## config.mk

```make
export PLATFORM = sky130hd
export DESIGN_NAME = shift_lr_iter
export DESIGN_NICKNAME = d
export VERILOG_FILES = /design/src/rtl/shift_lr_iter.sv
export SDC_FILE = /design/constraint.sdc
export NUM_CORES = 1
export LEC_CHECK = 0
export BUFFER_PORTS_ARGS = -buffer_cell sky130_fd_sc_hd__buf_2
export CAP_MARGIN = 30
export CORE_MARGIN = 3
export CORE_UTILIZATION = 32
export DETAILED_ROUTE_END_ITERATION = 10
export PLACE_DENSITY = 0.52
export SLEW_MARGIN = 20
export SYNTH_ARGS = -nofsm -noshare
export SYNTH_HDL_FRONTEND = slang
export SYNTH_SLANG_ARGS = --single-unit
```

## constraint.sdc

```tcl
create_clock -name clk -period 2 [get_ports clk]
set_input_delay 0 -clock clk [delete_from_list [all_inputs] [get_ports clk]]
set_output_delay 0 -clock clk [all_outputs]
set_load 0.03 [all_outputs]
```

## src/rtl/shift_lr_iter.sv

```systemverilog
// Iterative left/right, logical/arithmetic shifter: one binary stage (1,2,4,..) per clock.
// Latency: START accepted at edge k, Z and DONE update at edge k+SHW, DONE low again at k+SHW+1.
// Backpressure: START is ignored while BUSY=1; a new START is accepted in IDLE or in the DONE (FIN) cycle.
//
// Ports:
//   clk    rising-edge clock
//   rst    synchronous, active-high reset; aborts any in-flight request
//   START  request strobe, sampled only when BUSY=0
//   X      operand, captured on an accepted START
//   S      shift amount 0..WIDTH-1, captured on an accepted START
//   LEFT   1 = shift left, 0 = shift right, captured on an accepted START
//   LOG    1 = logical, 0 = arithmetic (right shifts only), captured on an accepted START
//   Z      result, valid from the DONE cycle until the next DONE
//   BUSY   request in progress
//   DONE   one-cycle pulse marking Z valid
module shift_lr_iter #(
  parameter int WIDTH = 32,
  parameter int SHW   = 5
) (
  input  logic             clk,
  input  logic             rst,
  input  logic             START,
  input  logic [WIDTH-1:0] X,
  input  logic [SHW-1:0]   S,
  input  logic             LEFT,
  input  logic             LOG,
  output logic [WIDTH-1:0] Z,
  output logic             BUSY,
  output logic             DONE
);

  // Stage counter only needs to index the SHW bits of the shift amount.
  localparam int            CW   = (SHW > 1) ? $clog2(SHW) : 1;
  localparam logic [CW-1:0] LAST = CW'(SHW - 1);

  typedef enum logic [1:0] {
    IDLE  = 2'd0,
    SHIFT = 2'd1,
    FIN   = 2'd2
  } state_t;

  state_t state, state_nxt;

  logic [WIDTH-1:0] acc;
  logic [WIDTH-1:0] stage_res;
  logic [SHW-1:0]   s_q;
  logic             left_q;
  logic             log_q;
  logic [CW-1:0]    stage;
  logic             accept;
  logic             last_stage;

  // Shift by a fixed power-of-two amount. Arithmetic right replicates the
  // current MSB, so the sign survives across successive stages.
  function automatic logic [WIDTH-1:0] shift_by(
    input logic [WIDTH-1:0] a,
    input int               amt,
    input logic             left,
    input logic             lg
  );
    logic signed [WIDTH-1:0] sa;
    sa = a;
    if (left)
      return a << amt;
    else if (lg)
      return a >> amt;
    else
      return sa >>> amt;
  endfunction

  // Result of the current stage: each stage selects one constant shift, so
  // the datapath is a small mux of fixed wirings rather than a barrel shifter.
  always_comb begin
    stage_res = acc;
    for (int i = 0; i < SHW; i++) begin
      if (stage == CW'(i) && s_q[i])
        stage_res = shift_by(acc, 1 << i, left_q, log_q);
    end
  end

  // Next-state and output decode.
  always_comb begin
    state_nxt  = state;
    accept     = 1'b0;
    last_stage = 1'b0;
    BUSY       = 1'b0;
    DONE       = 1'b0;
    case (state)
      IDLE: begin
        if (START) begin
          accept    = 1'b1;
          state_nxt = SHIFT;
        end
      end
      SHIFT: begin
        BUSY = 1'b1;
        if (stage == LAST) begin
          last_stage = 1'b1;
          state_nxt  = FIN;
        end
      end
      FIN: begin
        DONE = 1'b1;
        // Back-to-back: the DONE cycle also accepts the next request.
        if (START) begin
          accept    = 1'b1;
          state_nxt = SHIFT;
        end else begin
          state_nxt = IDLE;
        end
      end
      default: state_nxt = IDLE;
    endcase
  end

  always_ff @(posedge clk) begin
    if (rst)
      state <= IDLE;
    else
      state <= state_nxt;
  end

  always_ff @(posedge clk) begin
    if (rst) begin
      acc    <= '0;
      s_q    <= '0;
      left_q <= 1'b0;
      log_q  <= 1'b0;
      stage  <= '0;
      Z      <= '0;
    end else if (accept) begin
      acc    <= X;
      s_q    <= S;
      left_q <= LEFT;
      log_q  <= LOG;
      stage  <= '0;
    end else if (state == SHIFT) begin
      acc   <= stage_res;
      stage <= stage + CW'(1);
      // Z is only touched on the completing edge so it holds the previous
      // result throughout the next request.
      if (last_stage)
        Z <= stage_res;
    end
  end

endmodule
```

==> results of run 1 <==
## cells by family after synthesis
| logic type | share of synthesized area, % |
|---|---|
| AOI/OAI and AO/OA | 31.53 |
| xor gates and xnor gates | 0.1507 |
| muxes | 11.10 |
| adders and majority gates | 1.076 |
| and+or+nand+nor | 22.29 |
| buffers and inverters | 7.682 |
| DFF | 26.17 |
## layout make-up
class	instances	area share [%]
clock buffers	10	2.638
clock inverters	6	0.7495
flip-flops and latches	76	17.70
inverters	8	0.4468
repair buffers	262	24.06
multi-input cells	598	51.17
well taps	225	3.243
## sequential cells by signal (all words and copies together), names as in the netlist
name	flops
left_q	1
state	2
acc	32
Z	32
stage	3
log_q	1
s_q	5
## timing repair
item	4_1_cts	5_1_grt
hold buffers	29	0
gates cloned	2	2
pin swaps	16	48
endpoints found under the setup margin	62	61
endpoints found under the hold margin	29	0
setup buffers	8	9
gates resized for setup	54	106
## per-stage QoR
step	hold WS (ns)	total power [mW]	TNS, ns	instance area [um^2]	util (%)
global route	0.05626	5.020	-1.680	8681	49.50
CTS	0.007567	4.692	-0.1561	8089	46.13
floorplan	0.1360	2.417	0	5814	-
finish	0.01196	4.825	-0.1442	8681	49.50
global placement	0.2472	2.938	-6.495	7233	41.25
detailed placement	0.2495	2.931	-8.701	7233	41.25
## cells in the final DEF, fill, tap and decap left out, types with 6 or more instances in the layout
master,instances
a211oi_1,13
a211oi_2,15
a21oi_1,51
a21oi_2,7
a22oi_1,23
a311oi_1,6
a311oi_2,6
a31oi_1,12
and2_1,10
buf_12,11
buf_2,75
buf_4,130
buf_6,13
clkbuf_16,11
dfxtp_1,72
dlygate4sd3_1,29
mux2_2,27
mux2i_1,29
nand2_1,77
nand2b_1,12
nand3_1,26
nor2_1,42
nor2_4,8
nor2b_1,18
nor3_1,23
o211ai_1,9
o21ai_0,31
o21ai_1,10
o22ai_1,18
o32ai_1,7
## routing by layer
layer	part of all wire, %	up-vias	global-route usage (%)
li1	-	3263	-
met1	43	3334	36.19
met2	44	376	39.04
met3	9.2	68	5.326
met4	3.5	0	10.20
met5	0	-	0
## worst max-delay path, delay by kind of cell (launching register included)
| kind | cells | cell delay (ns) |
|---|---|---|
| AND/OR/NAND/NOR | 2 | 0.18 |
| adder cells (fa/ha/maj) | 1 | 0.20 |
| flip-flops | 1 | 0.36 |
| buffers and inverters | 3 | 0.44 |
| AO/OA/AOI/OAI | 3 | 0.70 |
## worst max path at each step
stage | endpoint | slack (ns) | cells past startpoint | start
finish | Z[20]$_SDFFE_PP0P_ | -0.03 | 9 | stage[1]$_SDFFE_PP0P_
detailed placement | Z[19]$_SDFFE_PP0P_ | -0.40 | 8 | stage[0]$_SDFFE_PP0P_
CTS | acc[26]$_SDFFE_PP0P_ | -0.04 | 10 | stage[1]$_SDFFE_PP0P_
global route | Z[20]$_SDFFE_PP0P_ | -0.14 | 9 | stage[1]$_SDFFE_PP0P_
floorplan | acc[21]$_SDFFE_PP0P_ | 0.01 | 8 | stage[2]$_SDFFE_PP0P_
global placement | Z[19]$_SDFFE_PP0P_ | -0.35 | 8 | stage[0]$_SDFFE_PP0P_
## power breakdown
part | total, mW | internal, mW | switching (mW) | leakage [nW]
Clock | 1.65 | 0.963 | 0.685 | 0.131
Sequential | 1.76 | 1.60 | 0.168 | 0.623
Combinational | 1.41 | 0.666 | 0.746 | 2.57
Total | 4.83 | 3.23 | 1.60 | 3.33
==> impl_metrics.tcl, run 1 <==
set metrics [dict create \
    yosys-top-cells-area "dfxtp_1, mux2i_1, mux2_2" \
    pin_count 76 \
    ys_async_sr_fraction_pct 0 \
    drv_slew 0 \
    r2r_cells 9 \
    place_congestion 1.023 \
    cts_tree "yes" \
    cts_buffer_depth 2 \
    critPathRequiredTime_ns 2.22 \
    dpl.hpwl_um 18910 \
    grt_pass1_wl_um 39920 \
    ys_seq_area_share_pct 26.17 \
    cts.clk_slew.worst_paths_ns 0.06 \
    setup_violations 7 \
    dp_cells 1119 \
    max_stage_delay_ns 0.41 \
    syn_area_um2 5814 \
    outcome "finished with violations" \
    drtIter0Drc 834 \
    syn_inst 760 \
    arrival_ns 2.25 \
    grt_pass1_vias 6669 \
    crit_path_cell_trace "inv_4, ha_2, nand3b_1, buf_6, a2111oi_1, buf_4, a211oi_2, a211oi_2, nor3_1" \
    finalCriticalPeriod_ns 2.034 \
    crit_type "reg -> reg" \
    ys_types 63 \
    wl_per_cell_um 22.41 \
    fp.dieW_um 140.8 \
    die_area_um2 19820 \
    synthFlopType "dfxtp_1" \
    reg2reg_to "Z[20]$_SDFFE_PP0P_" \
    tightest_slew_ns 0.6064 \
    multi_input_area_um2 4442 \
    timing.final.crit_share_pct 101.7 \
    synthMostInstantiatedCell "nand2_1" \
    r2r_slack_ns -0.03 \
    holdPathStages 4 \
    timing.rr.start "stage[1]$_SDFFE_PP0P_" \
    yosysTopAreaCell "dfxtp_1" \
    max_freq_ghz 0.4916 \
    fp.coreArea_um2 17540 \
    critPathLaunchType "flip-flop" \
    hold_viol_final 0 \
    drtAntennaViolNets 0 \
    grt_setup_unrepaired "yes" \
    initial_core_util_pct 33.15 \
    powerDensity_nw_per_um2 555.8 \
    final_cell_count_no_fill 1185 \
    area_delta_synth_final_pct 49.30 \
    clock_latency_ns 0.35 \
    htreeDepth 3 \
    crit_path_top_delay_cell "a2111oi_1" \
    peakVddDrop_mv 0.4672 \
    cp_max_fo 10 \
    final_nets 1002 \
    clock-sinks 76 \
    worst_slack_ns -0.03426 \
    grt_max_degree 45 \
    io_buffers 75 \
    rows 48 \
    drt-pass1-iter-count 7 \
    wl_um 26550 \
    viasPerCell 5.942 \
    whs_endpoint "acc[2]$_SDFFE_PP0P_" \
    ys_ff_latch 76 \
    finalClockSkew_ns 0.005715 \
    overflow 0 \
    p_leak_nw 3.327 \
    dp_slack_ns -0.4035 \
    cpMostUsedCell "a211oi_2" \
    slew_headroom_pct 59.52 \
    hold_class "in -> reg" \
    synth_commonest_cells "nand2_1, dfxtp_1, a21oi_1" \
    fill_cells 1769 \
    cts-root-buf "clkbuf_16" \
    synth_fp_nets 807 \
    grt_util_all_layers_pct 25.89 \
    die_h_um 140.8 \
    drc 0 \
    numCtsBuffers 9 \
    regArea_um2 1536 \
    drive_above_1_share_pct 39.90 \
    synth_top_area_share_pct 26.17 \
    diodes 0 \
    critical_path.endpoint_type "flip-flop" \
    drv_cap 0 \
    failed_checks "setup timing" \
    antenna_found_initial 0 \
    hp-start "X[2]" \
    ys_warn_count 0 \
    syn_area_per_cell_um2 7.650 \
    synth-edff-count 0 \
    vias 7041 \
]
No activity file was read; power rests on OpenSTA's default activity.
==> run 2: changes to the inputs <==
==> constraint.sdc (replaced) <==
create_clock -name clk -period 1.6 [get_ports clk]
set_input_delay 0 -clock clk [delete_from_list [all_inputs] [get_ports clk]]
set_output_delay 0 -clock clk [all_outputs]
set_load 0.03 [all_outputs]
==> impl_metrics.tcl, run 2 (same netlist as run 1, synthesis figures left out) <==
set metrics [dict create \
    cp_max_fo 8 \
    viasPerCell 5.949 \
    antenna_found_initial 0 \
    drc 0 \
    regArea_um2 1535 \
    diodes 0 \
    r2r_slack_ns -0.43 \
    tightest_slew_ns 0.5059 \
    peakVddDrop_mv 0.5356 \
    cts_buffer_depth 2 \
    layout_commonest_cell "buf_4" \
    clock_latency_ns 0.35 \
    holdPathStages 4 \
    crit_path_cell_trace "inv_4, ha_4, and3b_4, buf_12, buf_4, mux2i_2, a221oi_4, a22oi_2, a211oi_2" \
    area_delta_synth_final_pct 74.52 \
    outcome "finished with violations" \
    timing.final.crit_share_pct 126.6 \
    p_leak_nw 4.033 \
    drt-pass1-iter-count 5 \
    cp_top_family "compound AO/OA/AOI/OAI gates" \
    numCtsBuffers 9 \
    drtIter0Drc 765 \
    grt_pass1_wl_um 45110 \
    die_area_um2 19820 \
    most-common-layout-cells "buf_4, nand2_1, buf_2" \
    io_buffers 75 \
    pin_count 76 \
    reg_top3 "Z: 32 flops, acc: 32 flops, s_q: 5 flops" \
    cts-root-buf "clkbuf_16" \
    failed_checks "setup timing" \
    drtAntennaViolNets 0 \
    die_h_um 140.8 \
    dpl.hpwl_um 21960 \
    multi_input_area_um2 4818 \
    max_stage_delay_ns 0.39 \
    final_nets 1120 \
    drive_above_1_share_pct 51.02 \
    place_congestion 1.006 \
    post_dp_cell_area_um2 8154 \
    htreeDepth 3 \
    rows 48 \
    finalClockSkew_ns 0.007612 \
    critical_path.endpoint_type "flip-flop" \
    grt_pass1_vias 7498 \
    critPathLaunchType "flip-flop" \
    wl_per_cell_um 23.33 \
    fp.dieW_um 140.8 \
    hold_class "in -> reg" \
    wl_um 30350 \
    fp.coreArea_um2 17540 \
    vias 7739 \
    arrival_ns 2.30 \
    whs_ns 0.01311 \
    r2r_cells 9 \
    grt_util_all_layers_pct 29.63 \
    reg2reg_to "Z[7]$_SDFFE_PP0P_" \
    hold_viol_final 0 \
    finalCriticalPeriod_ns 2.026 \
    clock-sinks 76 \
    cts_tree "yes" \
    initial_core_util_pct 33.15 \
    slew_headroom_pct 66.20 \
    critPathRequiredTime_ns 1.87 \
    design_area_um2 10150 \
    crit_path_top_delay_cell "dfxtp_4" \
    whs_endpoint "acc[2]$_SDFFE_PP0P_" \
    crit_type "reg -> reg" \
    powerDensity_nw_per_um2 615.6 \
    drv_slew 0 \
    drv_cap 0 \
    grt_setup_unrepaired "yes" \
    worstPathBufferInverterCount 3 \
    setup_violations 64 \
    fill_cells 1601 \
    timing.rr.start "stage[0]$_SDFFE_PP0P_" \
    max_freq_ghz 0.4937 \
    worst_slack_ns -0.4255 \
    cts.clk_slew.worst_paths_ns 0.06 \
    grt_max_degree 37 \
    hp-start "X[2]" \
    overflow 0 \
]
## run 2: cell count changes in the layout (fill, tap and decap cells not counted), moves of 5 or more
cell        change
a21oi_1         -6
buf_12         +15
buf_4          +95
buf_6          +12
clkinvlp_4      -5
mux2i_1         -7
nand3_1         -6
nor2_4          -5
nor3_1          -7
nor3_2          +7
o21ai_0         -7
o21ai_2         +7
## run 2: how the worst max path moves through the flow
stage,from,end,slack (ns),cells past startpoint
2_1_floorplan,stage[1]$_SDFFE_PP0P_,acc[1]$_SDFFE_PP0P_,-0.23,8
3_3_place_gp,stage[0]$_SDFFE_PP0P_,acc[16]$_SDFFE_PP0P_,-0.51,8
3_5_place_dp,stage[0]$_SDFFE_PP0P_,acc[16]$_SDFFE_PP0P_,-0.53,9
4_1_cts,stage[0]$_SDFFE_PP0P_,Z[11]$_SDFFE_PP0P_,-0.40,9
5_1_grt,stage[1]$_SDFFE_PP0P_,acc[20]$_SDFFE_PP0P_,-0.53,8
6_report,stage[0]$_SDFFE_PP0P_,Z[7]$_SDFFE_PP0P_,-0.43,9
## run 2: cell type report
| cell class | instances | area share [%] |
|---|---|---|
| timing repair buffer | 382 | 31.73 |
| tap | 225 | 2.774 |
| clock buffer | 11 | 2.392 |
| clock inverter | 3 | 0.1480 |
| inverter | 8 | 0.3453 |
| multi-input combinational | 596 | 47.48 |
| sequential | 76 | 15.13 |
## run 2: worst min-delay path: cells and delay by family
family / cells / cell delay [ns]
AND/OR/NAND/NOR: 1 / 0.05
AO/OA/AOI/OAI: 2 / 0.19
buffers and inverters: 1 / 0.08
## run 2: routing by layer
| layer | up-vias | part of all wire (%) | global-route usage [%] |
|---|---|---|---|
| met1 | 3644 | 41 | 39.08 |
| met5 | - | 0 | 0 |
| met4 | 0 | 5.4 | 13.62 |
| met3 | 132 | 9.3 | 6.343 |
| met2 | 472 | 44 | 46.37 |
| li1 | 3491 | - | - |
## run 2: through the flow
| step | power (mW) | util (%) | instances | TNS, ns | setup WS, ns |
|---|---|---|---|---|---|
| finish | 6.246 | 57.86 | 1301 | -20.80 | -0.4255 |
| global placement | 3.960 | 46.50 | 1206 | -22.12 | -0.5113 |
| global route | 6.477 | 57.86 | 1301 | -26.00 | -0.5334 |
| floorplan | 3.046 | - | 760 | -7.525 | -0.2310 |
| detailed placement | 3.958 | 46.50 | 1206 | -23.31 | -0.5309 |
| CTS | 6.096 | 55.14 | 1288 | -19.81 | -0.4004 |
## run 2: repair_timing
item / in CTS / in global routing
gates resized for setup: 133 / 78
cloned: 4 / 0
setup buffers: 38 / 14
endpoints found under the setup margin: 64 / 67
hold endpoints to repair: 28 / 0
pin swaps: 68 / 49
hold buffers: 28 / 0
## run 2: power by group
| group | internal, mW | switching [mW] |
|---|---|---|
| Combinational | 1.06 | 1.12 |
| Clock | 1.07 | 0.828 |
| Sequential | 2.00 | 0.174 |
| Total | 4.13 | 2.12 |
==> run 3: changes to the inputs <==
--- a/config.mk
+++ b/config.mk
@@ -11,6 +11,7 @@
 export CORE_UTILIZATION = 32
 export DETAILED_ROUTE_END_ITERATION = 10
 export PLACE_DENSITY = 0.52
+export SKIP_LAST_GASP = 1
 export SLEW_MARGIN = 20
 export SYNTH_ARGS = -nofsm -noshare
 export SYNTH_HDL_FRONTEND = slang
==> impl_metrics.tcl, run 3 (same netlist as run 1, synthesis figures left out) <==
set metrics [dict create \
    crit_path_top_delay_cell "dfxtp_4" \
    finalClockSkew_ns 0.007538 \
    pin_count 76 \
    critPathRequiredTime_ns 1.87 \
    drv_cap 0 \
    dp_slack_ns -0.5309 \
    dpl.hpwl_um 21960 \
    r2r_cells 9 \
    hp-start "X[2]" \
    antenna_found_initial 0 \
    finalCriticalPeriod_ns 2.032 \
    total_power_mw 6.283 \
    hold_viol_final 0 \
    vias 7746 \
    wl_per_cell_um 23.29 \
    setup_violations 64 \
    grt_pass1_wl_um 45080 \
    grt_setup_unrepaired "yes" \
    cp_top_family "compound AO/OA/AOI/OAI gates" \
    max_stage_delay_ns 0.39 \
    htreeDepth 3 \
    timing.final.crit_share_pct 127.0 \
    overflow 0 \
    layout_commonest_cell "buf_4" \
    cts_buffer_depth 2 \
    drt-pass1-iter-count 6 \
    r2r_slack_ns -0.43 \
    failed_checks "setup timing" \
    dp_cells 1206 \
    wl_um 30260 \
    setup_tns_ns -21.84 \
    reg2reg_to "Z[7]$_SDFFE_PP0P_" \
    timing.rr.start "stage[0]$_SDFFE_PP0P_" \
    grt_util_all_layers_pct 29.58 \
    clock_latency_ns 0.35 \
    rows 48 \
    post_dp_cell_area_um2 8154 \
    startpoint "stage[0]$_SDFFE_PP0P_" \
    critical_path.endpoint_type "flip-flop" \
    grt_pass1_vias 7471 \
    powerDensity_nw_per_um2 618.1 \
    worst_slack_ns -0.4315 \
    most-common-layout-cells "buf_4, nand2_1, buf_2" \
    die_h_um 140.8 \
    grt_max_degree 37 \
    viasPerCell 5.963 \
    p_leak_nw 4.023 \
    arrival_ns 2.30 \
    drc 0 \
    worstSetupEndpoint "Z[7]$_SDFFE_PP0P_" \
    final_nets 1118 \
    fp.dieW_um 140.8 \
    peakVddDrop_mv 0.5426 \
    worstPathBufferInverterCount 3 \
    outcome "finished with violations" \
    die_area_um2 19820 \
    diodes 0 \
    drv_slew 0 \
    area_delta_synth_final_pct 74.82 \
    max_freq_ghz 0.4922 \
    cts-root-buf "clkbuf_16" \
    design_area_um2 10160 \
    drive_above_1_share_pct 50.74 \
    io_buffers 75 \
    final_cell_count_no_fill 1299 \
    drtAntennaViolNets 0 \
    tightest_slew_ns 0.5005 \
    reg_top3 "Z: 32 flops, acc: 32 flops, s_q: 5 flops" \
    slew_headroom_pct 66.59 \
    fill_cells 1590 \
    initial_core_util_pct 33.15 \
    crit_type "reg -> reg" \
    cp_max_fo 8 \
    critPathLaunchType "flip-flop" \
    fp.coreArea_um2 17540 \
    clock-sinks 76 \
    crit_path_cell_trace "inv_4, ha_4, and3b_4, buf_12, buf_4, mux2i_2, a221oi_4, a22oi_2, a211oi_2" \
    cp_num_cells 9 \
    cts.clk_slew.worst_paths_ns 0.06 \
    cts_tree "yes" \
    numCtsBuffers 9 \
    drtIter0Drc 708 \
    hold_class "in -> reg" \
    place_congestion 1.006 \
]
run 3: metal layers:
layer  share of wire (%)  routed length [um]  vias to the layer above  track usage, %
met5                   0                   0                        -               0
met3                 9.1                2758                      100           6.818
met2                  44               13430                      435           46.09
met1                  42               12560                     3723           38.73
li1                    -                   -                     3488               -
met4                 5.0                1508                        0           13.97
run 3: per-stage QoR:
step / hold WS, ns / util [%]
CTS: 0.01787 / 54.80
detailed placement: 0.2424 / 46.50
floorplan: 0.1360 / -
finish: 0.01209 / 57.96
global route: 0.03093 / 57.96
global placement: 0.2382 / 46.50
run 3: where the power goes:
part / internal [mW] / switching, mW
Combinational: 1.08 / 1.13
Clock: 1.07 / 0.832
Sequential: 2.00 / 0.173
Total: 4.15 / 2.13
run 3: worst min path at each step:
| stage | to | depth (start not counted) |
|---|---|---|
| global placement | left_q$_SDFFE_PP0P_ | 3 |
| floorplan | s_q[2]$_SDFFE_PP0P_ | 2 |
| CTS | acc[2]$_SDFFE_PP0P_ | 4 |
| global route | acc[29]$_SDFFE_PP0P_ | 3 |
| finish | acc[2]$_SDFFE_PP0P_ | 4 |
| detailed placement | left_q$_SDFFE_PP0P_ | 3 |
run 3: worst reg2reg max path, stage by stage (launching register included):
cell and delay, ns:
dfxtp_4 0.39, inv_4 0.05, ha_4 0.16, and3b_4 0.25
buf_12 0.17, buf_4 0.14, mux2i_2 0.15, a221oi_4 0.34
a22oi_2 0.12, a211oi_2 0.19
run 3: what timing repair did:
| item | CTS | global route |
|---|---|---|
| hold buffers | 28 | 0 |
| pin swaps | 68 | 57 |
| gates resized for setup | 118 | 92 |
| setup buffers | 38 | 12 |
| gates cloned | 4 | 1 |
| setup endpoints to repair | 64 | 67 |
| endpoints found under the hold margin | 28 | 0 |
run 3: final cells by class:
class | count | area (um^2) | share of cell area [%]
repair buffers | 380 | 3207 | 31.55
clock inverters | 3 | 15.01 | 0.1477
well taps | 225 | 281.5 | 2.770
clock buffers | 11 | 242.7 | 2.388
inverters | 8 | 35.03 | 0.3447
multi-input cells | 596 | 4848 | 47.70
flip-flops and latches | 76 | 1535 | 15.10
